### config.mk
export PLATFORM = sky130hd
export DESIGN_NAME = serial_hexload_flat
export DESIGN_NICKNAME = d
export VERILOG_FILES = /design/src/rtl/serial_hexload_if.sv /design/src/rtl/serial_hexload.sv /design/src/flat_wrapper.sv
export SDC_FILE = /design/constraint.sdc
export NUM_CORES = 1
export LEC_CHECK = 0
export CAP_MARGIN = 15
export CORE_MARGIN = 5
export CORE_UTILIZATION = 27
export DETAILED_ROUTE_END_ITERATION = 8
export PLACE_DENSITY = 0.5
export SETUP_SLACK_MARGIN = 0.1
export SYNTH_ARGS = -nofsm -noshare
export SYNTH_HDL_FRONTEND = slang
export SYNTH_SLANG_ARGS = --single-unit
### constraint.sdc
create_clock -name clk -period 2.1 [get_ports clk]
set_input_delay 0.21 -clock clk [delete_from_list [all_inputs] [get_ports clk]]
set_output_delay 0.21 -clock clk [all_outputs]
set_load 0.05 [all_outputs]
### src/rtl/serial_hexload_if.sv
// Handshake bundle between uart_rx text input, the hex parser and the binary consumer.
interface serial_hexload_if #(
  parameter int COUNT_BITS = 16
);
  logic [7:0]            in_data;
  logic                  in_strobe;
  logic [7:0]            out_data;
  logic                  out_valid;
  logic                  out_ready;
  logic                  error_strobe;
  logic                  overflow;
  logic [COUNT_BITS-1:0] count;

  modport slave (
    input  in_data, in_strobe, out_ready,
    output out_data, out_valid, error_strobe, overflow, count
  );

  modport master (
    output in_data, in_strobe, out_ready,
    input  out_data, out_valid, error_strobe, overflow, count
  );
endinterface

### src/rtl/serial_hexload.sv
// ASCII hex text to binary byte parser: two digits per byte, whitespace
// separators, '#' comments to end of line, one-entry output holding register.
module serial_hexload #(
  parameter int COUNT_BITS = 16
) (
  input  logic             clk,
  input  logic             reset,
  serial_hexload_if.slave  bus
);

  typedef enum logic [1:0] {HI, LO, COMMENT} state_t;

  state_t     state;
  logic [3:0] nibble;

  function automatic logic is_hex(input logic [7:0] c);
    return (c >= 8'h30 && c <= 8'h39) ||
           (c >= 8'h41 && c <= 8'h46) ||
           (c >= 8'h61 && c <= 8'h66);
  endfunction

  // Letters 'A'/'a' have low nibble 1, so adding 9 yields 10..15.
  function automatic logic [3:0] hex_val(input logic [7:0] c);
    return (c <= 8'h39) ? c[3:0] : c[3:0] + 4'd9;
  endfunction

  function automatic logic is_ws(input logic [7:0] c);
    return (c == 8'h20) || (c == 8'h09) || (c == 8'h0D) || (c == 8'h0A);
  endfunction

  always_ff @(posedge clk or negedge reset) begin
    if (!reset) begin
      state            <= HI;
      nibble           <= 4'd0;
      bus.out_data     <= 8'd0;
      bus.out_valid    <= 1'b0;
      bus.error_strobe <= 1'b0;
      bus.overflow     <= 1'b0;
      bus.count        <= '0;
    end else begin
      bus.error_strobe <= 1'b0;
      if (bus.out_valid && bus.out_ready)
        bus.out_valid <= 1'b0;

      if (bus.in_strobe) begin
        unique case (state)
          HI: begin
            if (is_hex(bus.in_data)) begin
              nibble <= hex_val(bus.in_data);
              state  <= LO;
            end else if (bus.in_data == 8'h23) begin
              state <= COMMENT;
            end else if (!is_ws(bus.in_data)) begin
              bus.error_strobe <= 1'b1;
            end
          end
          LO: begin
            if (is_hex(bus.in_data)) begin
              state <= HI;
              // A byte consumed this same edge frees the slot for the new one.
              if (!bus.out_valid || bus.out_ready) begin
                bus.out_data  <= {nibble, hex_val(bus.in_data)};
                bus.out_valid <= 1'b1;
                bus.count     <= bus.count + COUNT_BITS'(1);
              end else begin
                bus.overflow     <= 1'b1;
                bus.error_strobe <= 1'b1;
              end
            end else begin
              bus.error_strobe <= 1'b1;
              nibble           <= 4'd0;
              state            <= (bus.in_data == 8'h23) ? COMMENT : HI;
            end
          end
          COMMENT: begin
            if (bus.in_data == 8'h0A || bus.in_data == 8'h0D)
              state <= HI;
          end
          default: state <= HI;
        endcase
      end
    end
  end

endmodule
### src/flat_wrapper.sv
// flat-port wrapper written by rule: the top's interface ports become plain ports
module serial_hexload_flat 
#(
  parameter int COUNT_BITS = 16
)
  (clk, reset, bus_in_data, bus_in_strobe, bus_out_ready, bus_out_data, bus_out_valid, bus_error_strobe, bus_overflow, bus_count);
  serial_hexload_if #(.COUNT_BITS(COUNT_BITS)) bus_i ();
  input  logic clk;
  input  logic reset;
  input wire logic [$bits(bus_i.in_data)-1:0] bus_in_data;
  input wire logic [$bits(bus_i.in_strobe)-1:0] bus_in_strobe;
  input wire logic [$bits(bus_i.out_ready)-1:0] bus_out_ready;
  output wire logic [$bits(bus_i.out_data)-1:0] bus_out_data;
  output wire logic [$bits(bus_i.out_valid)-1:0] bus_out_valid;
  output wire logic [$bits(bus_i.error_strobe)-1:0] bus_error_strobe;
  output wire logic [$bits(bus_i.overflow)-1:0] bus_overflow;
  output wire logic [$bits(bus_i.count)-1:0] bus_count;
  assign bus_i.in_data = bus_in_data;
  assign bus_i.in_strobe = bus_in_strobe;
  assign bus_i.out_ready = bus_out_ready;
  assign bus_out_data = bus_i.out_data;
  assign bus_out_valid = bus_i.out_valid;
  assign bus_error_strobe = bus_i.error_strobe;
  assign bus_overflow = bus_i.overflow;
  assign bus_count = bus_i.count;
  serial_hexload #(.COUNT_BITS(COUNT_BITS)) u_core (.clk(clk), .reset(reset), .bus(bus_i));
endmodule
== Word level (Yosys, flattened, before mapping) ==
Cells that the tools add are included.

* Memories kept: 0
* Word-level logic and storage cells: 67
* Register bits: 33
* Bits in latches: 0
* RAM bits: 0
* Memory bits (read-only): 0
* Output and inout bits: 27

* Multiplexer cells: 22
* Shift operators: 0
* Divide/modulo/power cells: 0
* $mul: 0
* Reductions and logical operators: 18
* Order comparisons: 6
* Equality and inequality tests: 11
* $add $sub $neg: 2
* Bitwise logic cells: 1

{| class="wikitable"
|+ Operators by type and width
! kind !! count
|-
| equality test 8 x 4 -> 1 bit, second input constant || 3
|-
| adder 16 x 1 -> 16 bit, second input constant || 1
|-
| equality test 8 x 6 -> 1 bit, second input constant || 2
|-
| greater-or-equal comparator 8 x 7 -> 1 bit, second input constant || 2
|-
| <= comparator 8 x 7 -> 1 bit, second input constant || 2
|-
| two-way mux 4 bit || 3
|-
| AND reduction 4 bit || 3
|-
| two-way mux 1 bit || 11
|-
| two-way mux 2 bit || 5
|-
| greater-or-equal comparator 8 x 6 -> 1 bit, second input constant || 1
|-
| <= comparator 8 x 6 -> 1 bit, second input constant || 1
|-
| case mux 4 bit (2 select lines) || 1
|-
| logical OR 1 bit || 7
|-
| case mux 2 bit (3 select lines) || 1
|-
| adder 4 bit, second input constant || 1
|-
| logical AND 1 bit || 4
|-
| inequality test 2 x 1 -> 1 bit, second input constant || 2
|-
| inequality test 3 x 1 -> 1 bit, second input constant || 1
|-
| AND reduction 3 bit || 1
|-
| equality test 2 x 1 -> 1 bit, second input constant || 1
|-
| equality test 2 bit, second input constant || 1
|-
| zero test 2 bit || 1
|-
| inequality test 2 bit, second input constant || 1
|-
| case mux 1 bit (2 select lines) || 1
|-
| other kinds (3) || 3
|}

== Logic depth before layout (Yosys ltp) ==
* Depth after elaboration: 9
* Mapped depth: 9
* Depth with buffers taken out: 8

== Worst setup path after synthesis ==
OpenSTA, ideal clock, no wires.

* Path type: input to register
* Start: input port bus_in_data[3]
* End: register u_core.bus.out_data[4]
* Buffers on the path: 2
* Data required time: 1975 ps
* Data arrival time: 2152 ps
* Library setup time: 125 ps
* Cell stages on the path: 7
* Setup slack: -177 ps
* Path through: buf_2 > or4b_4 > nor4_2 > a41oi_2 > a2111o_1 > buf_6 > mux2_4

* Cells in the longest elaborated chain, start to end: 5
* Elaborated cells between the ends (all ways): 12

{| class="wikitable"
|+ Ends and longest elaborated chain
! element !! RTL line !! RTL
|-
| from (decl) || flat_wrapper.sv:10 || <nowiki>input wire logic [$bits(bus_i.in_data)-1:0] bus_in_data;</nowiki>
|-
| greater-or-equal comparator 8 x 6 -> 1 bit, or another cell as far along || serial_hexload.sv:17 || <nowiki>return (c >= 8'h30 && c <= 8'h39) ||</nowiki>
|-
| logical AND 1 bit, on equally long branches || serial_hexload.sv:17, serial_hexload.sv:18 ||
|-
| logical OR 1 bit || serial_hexload.sv:17 ||
|-
| logical OR 1 bit (*) || serial_hexload.sv:18 || <nowiki>(c >= 8'h41 && c <= 8'h46) ||</nowiki>
|-
| AND reduction 4 bit (no source line) (*) || n/a ||
|-
| to (signal assigned) || serial_hexload.sv:62 || <nowiki>bus.out_data <= {nibble, hex_val(bus.in_data)};</nowiki>
|-
| to (decl) || serial_hexload_if.sv:16 || <nowiki>output out_data, out_valid, error_strobe, overflow, count</nowiki>
|}

Every way passes the cells marked *; elsewhere a longest branch is shown, timed or not.
A chain may end at the register's enable or synchronous reset.

== Worst setup path after layout ==
* Start: input port bus_in_data[3]
* End: register u_core.bus.count[11]

* Cells in the longest elaborated chain, start to end: 5
* Elaborated cells between the ends (all ways): 12

{| class="wikitable"
|+ Ends and longest elaborated chain
! element !! RTL line !! RTL
|-
| greater-or-equal comparator 8 x 6 -> 1 bit, or another cell as far along || serial_hexload.sv:17 ||
|-
| logical AND 1 bit, on equally long branches || serial_hexload.sv:17, serial_hexload.sv:18 ||
|-
| logical OR 1 bit || serial_hexload.sv:17 ||
|-
| logical OR 1 bit (*) || serial_hexload.sv:18 ||
|-
| AND reduction 4 bit (no source line) (*) || n/a ||
|-
| to (signal assigned) || serial_hexload.sv:64 || <nowiki>bus.count <= bus.count + COUNT_BITS'(1);</nowiki>
|-
| to (decl) || serial_hexload_if.sv:16 ||
|}

Marked as above.

==> reports/results.ini <==
[power_and_ir_drop]
p_sw_uw=693
p_sw_frac=0.359
power_frac_comb=0.348
power_frac_seq=0.413
peakVddDrop_mv=0.527
p_clk_frac=0.239
powerDensity_mw_per_mm2=731
power.internal_uw=1230
p_leak_uw=0.00114

[global_route]
grt_pass1_wl_um=7280
busiest_layer=met2
first_global_vias=1548
antenna_found_initial=0
grt_usage=0.108
grt_util_met1=0.133
grt_max_degree=34
grtUsageMet2=0.169
overflow=0
use_met3=0.0289

[cells_and_area]
area_growth_pct=48.2
nNetsFinal=259
layout-drive-gt1-share=0.321
finish.utilization=0.413
diodes=0

[logic_synthesis]
synth_edf_count=0
synth.area.top_cells=dfrtp_1 (46%), xnor2_1 (8.4%), ha_1 (3.5%)
ys_ff_latch=33
synth-main-ff-cell=dfrtp_1
syn_area_mm2=0.00178
synth_area_leader_cell=dfrtp_1
netlist_top_cells_count=dfrtp_1 (33), xnor2_1 (17), nand2_1 (12), o21ai_0 (9)
avgSynthCellArea_um2=10.5
yosysMostFrequentCell=dfrtp_1
synthArstFlopShare=1.00
ys_seq_area_frac=0.464
netlist.area_leader.share=0.464
syn_nets=187
synth_cell_types=42
yosys_warnings=0
syn_inst=170

[route]
ant_nets=0
wirelength_um=4280
drc=0
drt_iter0_markers=48
firstDrtPassIters=4
num_vias=1523
via_per_inst=4.76
wl_per_cell_um=13.4

[floorplanning]
start_util=0.279
core_mm2=0.00639
die_h_um=91.2
fp.dieW_um=91.2
rows=29
io_pins=39
dieArea_mm2=0.00831

[timing]
slew-limit-headroom=0.668
finalHoldViolCount=0
clock.fmax_mhz=518
setup_viol=0
rsz0062_at_grt=true
fin_setup_tns_ns=0
period_minus_slack_ns=1.93
tightest_slew_ns=0.497
post-route-period-util=0.918
finalMaxSlewViolations=0
clock_skew_ns=0.00480

[clock_network]
cts_max_path_buffers=2
htreeDepth=2
clock_latency_ns=0.28
clk_pin_slew_ns=0.07
cts-root-buf=clkbuf_8
numCtsBuffers=5
cts.sinks=33
cts_tree=yes

[setup_path]
cp_max_fo=7
cp-end-kind=register
arrival_ns=2.10
worstPathRequired_ns=2.28
cp-start-kind=primary input
criticalPathCategory=in2reg

[job]
maxCapViolCount=0

[outcome]
outcome=complete, no violations

[min_path]
hold_class=in2async

[placed_design]
dp_hpwl_um=3250
gp_congestion=0.758
io_buffers=38

cells in the final DEF, fill, tap and decap left out, types with 2 or more instances in the layout:
master / count
dfrtp_1: 33
clkdlybuf4s50_1: 30
buf_4: 30
xnor2_1: 17
nand2_1: 12
o21ai_0: 9
nand3_2: 8
a21oi_1: 7
and3_1: 6
nand4_1: 6
clkbuf_8: 5
buf_6: 5
nor3_1: 4
mux2_2: 4
clkbuf_2: 4
nor2_1: 3
a211oi_1: 3
o2bb2ai_1: 3
nor2b_1: 3
and4_1: 3
ha_1: 3
inv_2: 2
or2_2: 2
mux2i_1: 2
nand2b_1: 2
and3_4: 2
a221o_1: 2
a31oi_1: 2
and2_1: 2
ha_2: 2
clkinv_2: 2
buf_2: 2
timing repair:
action | 4_1_cts | 5_1_grt
hold buffers | 0 | 0
pin swaps | 8 | 5
setup buffers | 1 | 1
gates cloned | 1 | 0
setup endpoints to repair | 31 | 24
resized for setup | 20 | 15
metal layers:
layer / vias up / wire, um
met5: - / 0
met1: 713 / 2010
met4: 0 / 111
met2: 35 / 1930
met3: 8 / 229
li1: 767 / -
cells by family after synthesis:
logic type | Yosys count | synth area share
buffers and inverters | 11 | 0.0288
xor gates and xnor gates | 17 | 0.0837
DFF | 33 | 0.464
AOI/OAI and AO/OA | 34 | 0.134
and+or+nand+nor | 63 | 0.210
muxes | 7 | 0.0450
adders and majority gates | 5 | 0.0352
sequential cells by signal (all words and copies together), names as in the netlist:
signal / count
u_core.bus.out_valid: 1
u_core.bus.out_data: 8
u_core.bus.error_strobe: 1
u_core.bus.overflow: 1
u_core.nibble: 4
u_core.state: 2
u_core.bus.count: 16
per-stage QoR:
| step | total power (uW) | std cells | instance area, um^2 | setup WS (ns) | hold slack (ns) |
|---|---|---|---|---|---|
| 6_report | 1930 | 320 | 2640 | 0.171 | 0.332 |
| 5_1_grt | 2030 | 320 | 2640 | 0.0590 | 0.384 |
| 4_1_cts | 1960 | 319 | 2640 | 0.104 | 0.347 |
| 3_5_place_dp | 1490 | 309 | 2520 | -0.498 | 0.473 |
| 3_3_place_gp | 1480 | 309 | 2520 | -0.468 | 0.463 |
| 2_1_floorplan | 1220 | 170 | 1870 | -0.127 | -0.0856 |
worst max-delay path, cell delays in order:
cell      delay [ns]
buf_6           0.09
or4b_4          0.56
nor4_4          0.23
a41oi_2         0.08
buf_4           0.19
a211oi_4        0.29
buf_6           0.18
nand4_1         0.12
xnor2_1         0.15
cell type report:
cell class | instances | area (um^2)
Timing Repair Buffer | 73 | 633
Inverter | 3 | 11.3
Multi-Input combinational cell | 126 | 987
Clock inverter | 2 | 10.0
Clock buffer | 6 | 72.6
Tap cell | 77 | 96.3
Sequential cell | 33 | 826
Fill cell | 635 | 3750
power groups by stage:
stage / Clock, uW / Combinational (uW) / Sequential, uW
4_1_cts: 480 / 679 / 799
2_1_floorplan: 0 / 182 / 1040
6_report: 460 / 672 / 796
5_1_grt: 507 / 719 / 808
3_3_place_gp: 0 / 673 / 810
3_5_place_dp: 0 / 676 / 811
final timing paths:
path,from,to,slack [ns],cells after the start
max,bus_in_data[3],u_core.bus.count[11],0.17,9
min,reset,u_core.bus.out_data[5],0.33,2
max reg2reg,u_core.bus.count[4],u_core.bus.count[15],0.28,6
min reg2reg,u_core.bus.count[15],u_core.bus.count[15],0.48,1
max in group asynchronous,reset,u_core.bus.count[13],1.46,2
min in group clk,u_core.bus.count[15],u_core.bus.count[15],0.48,1
(Power assumes the default switching activity.)
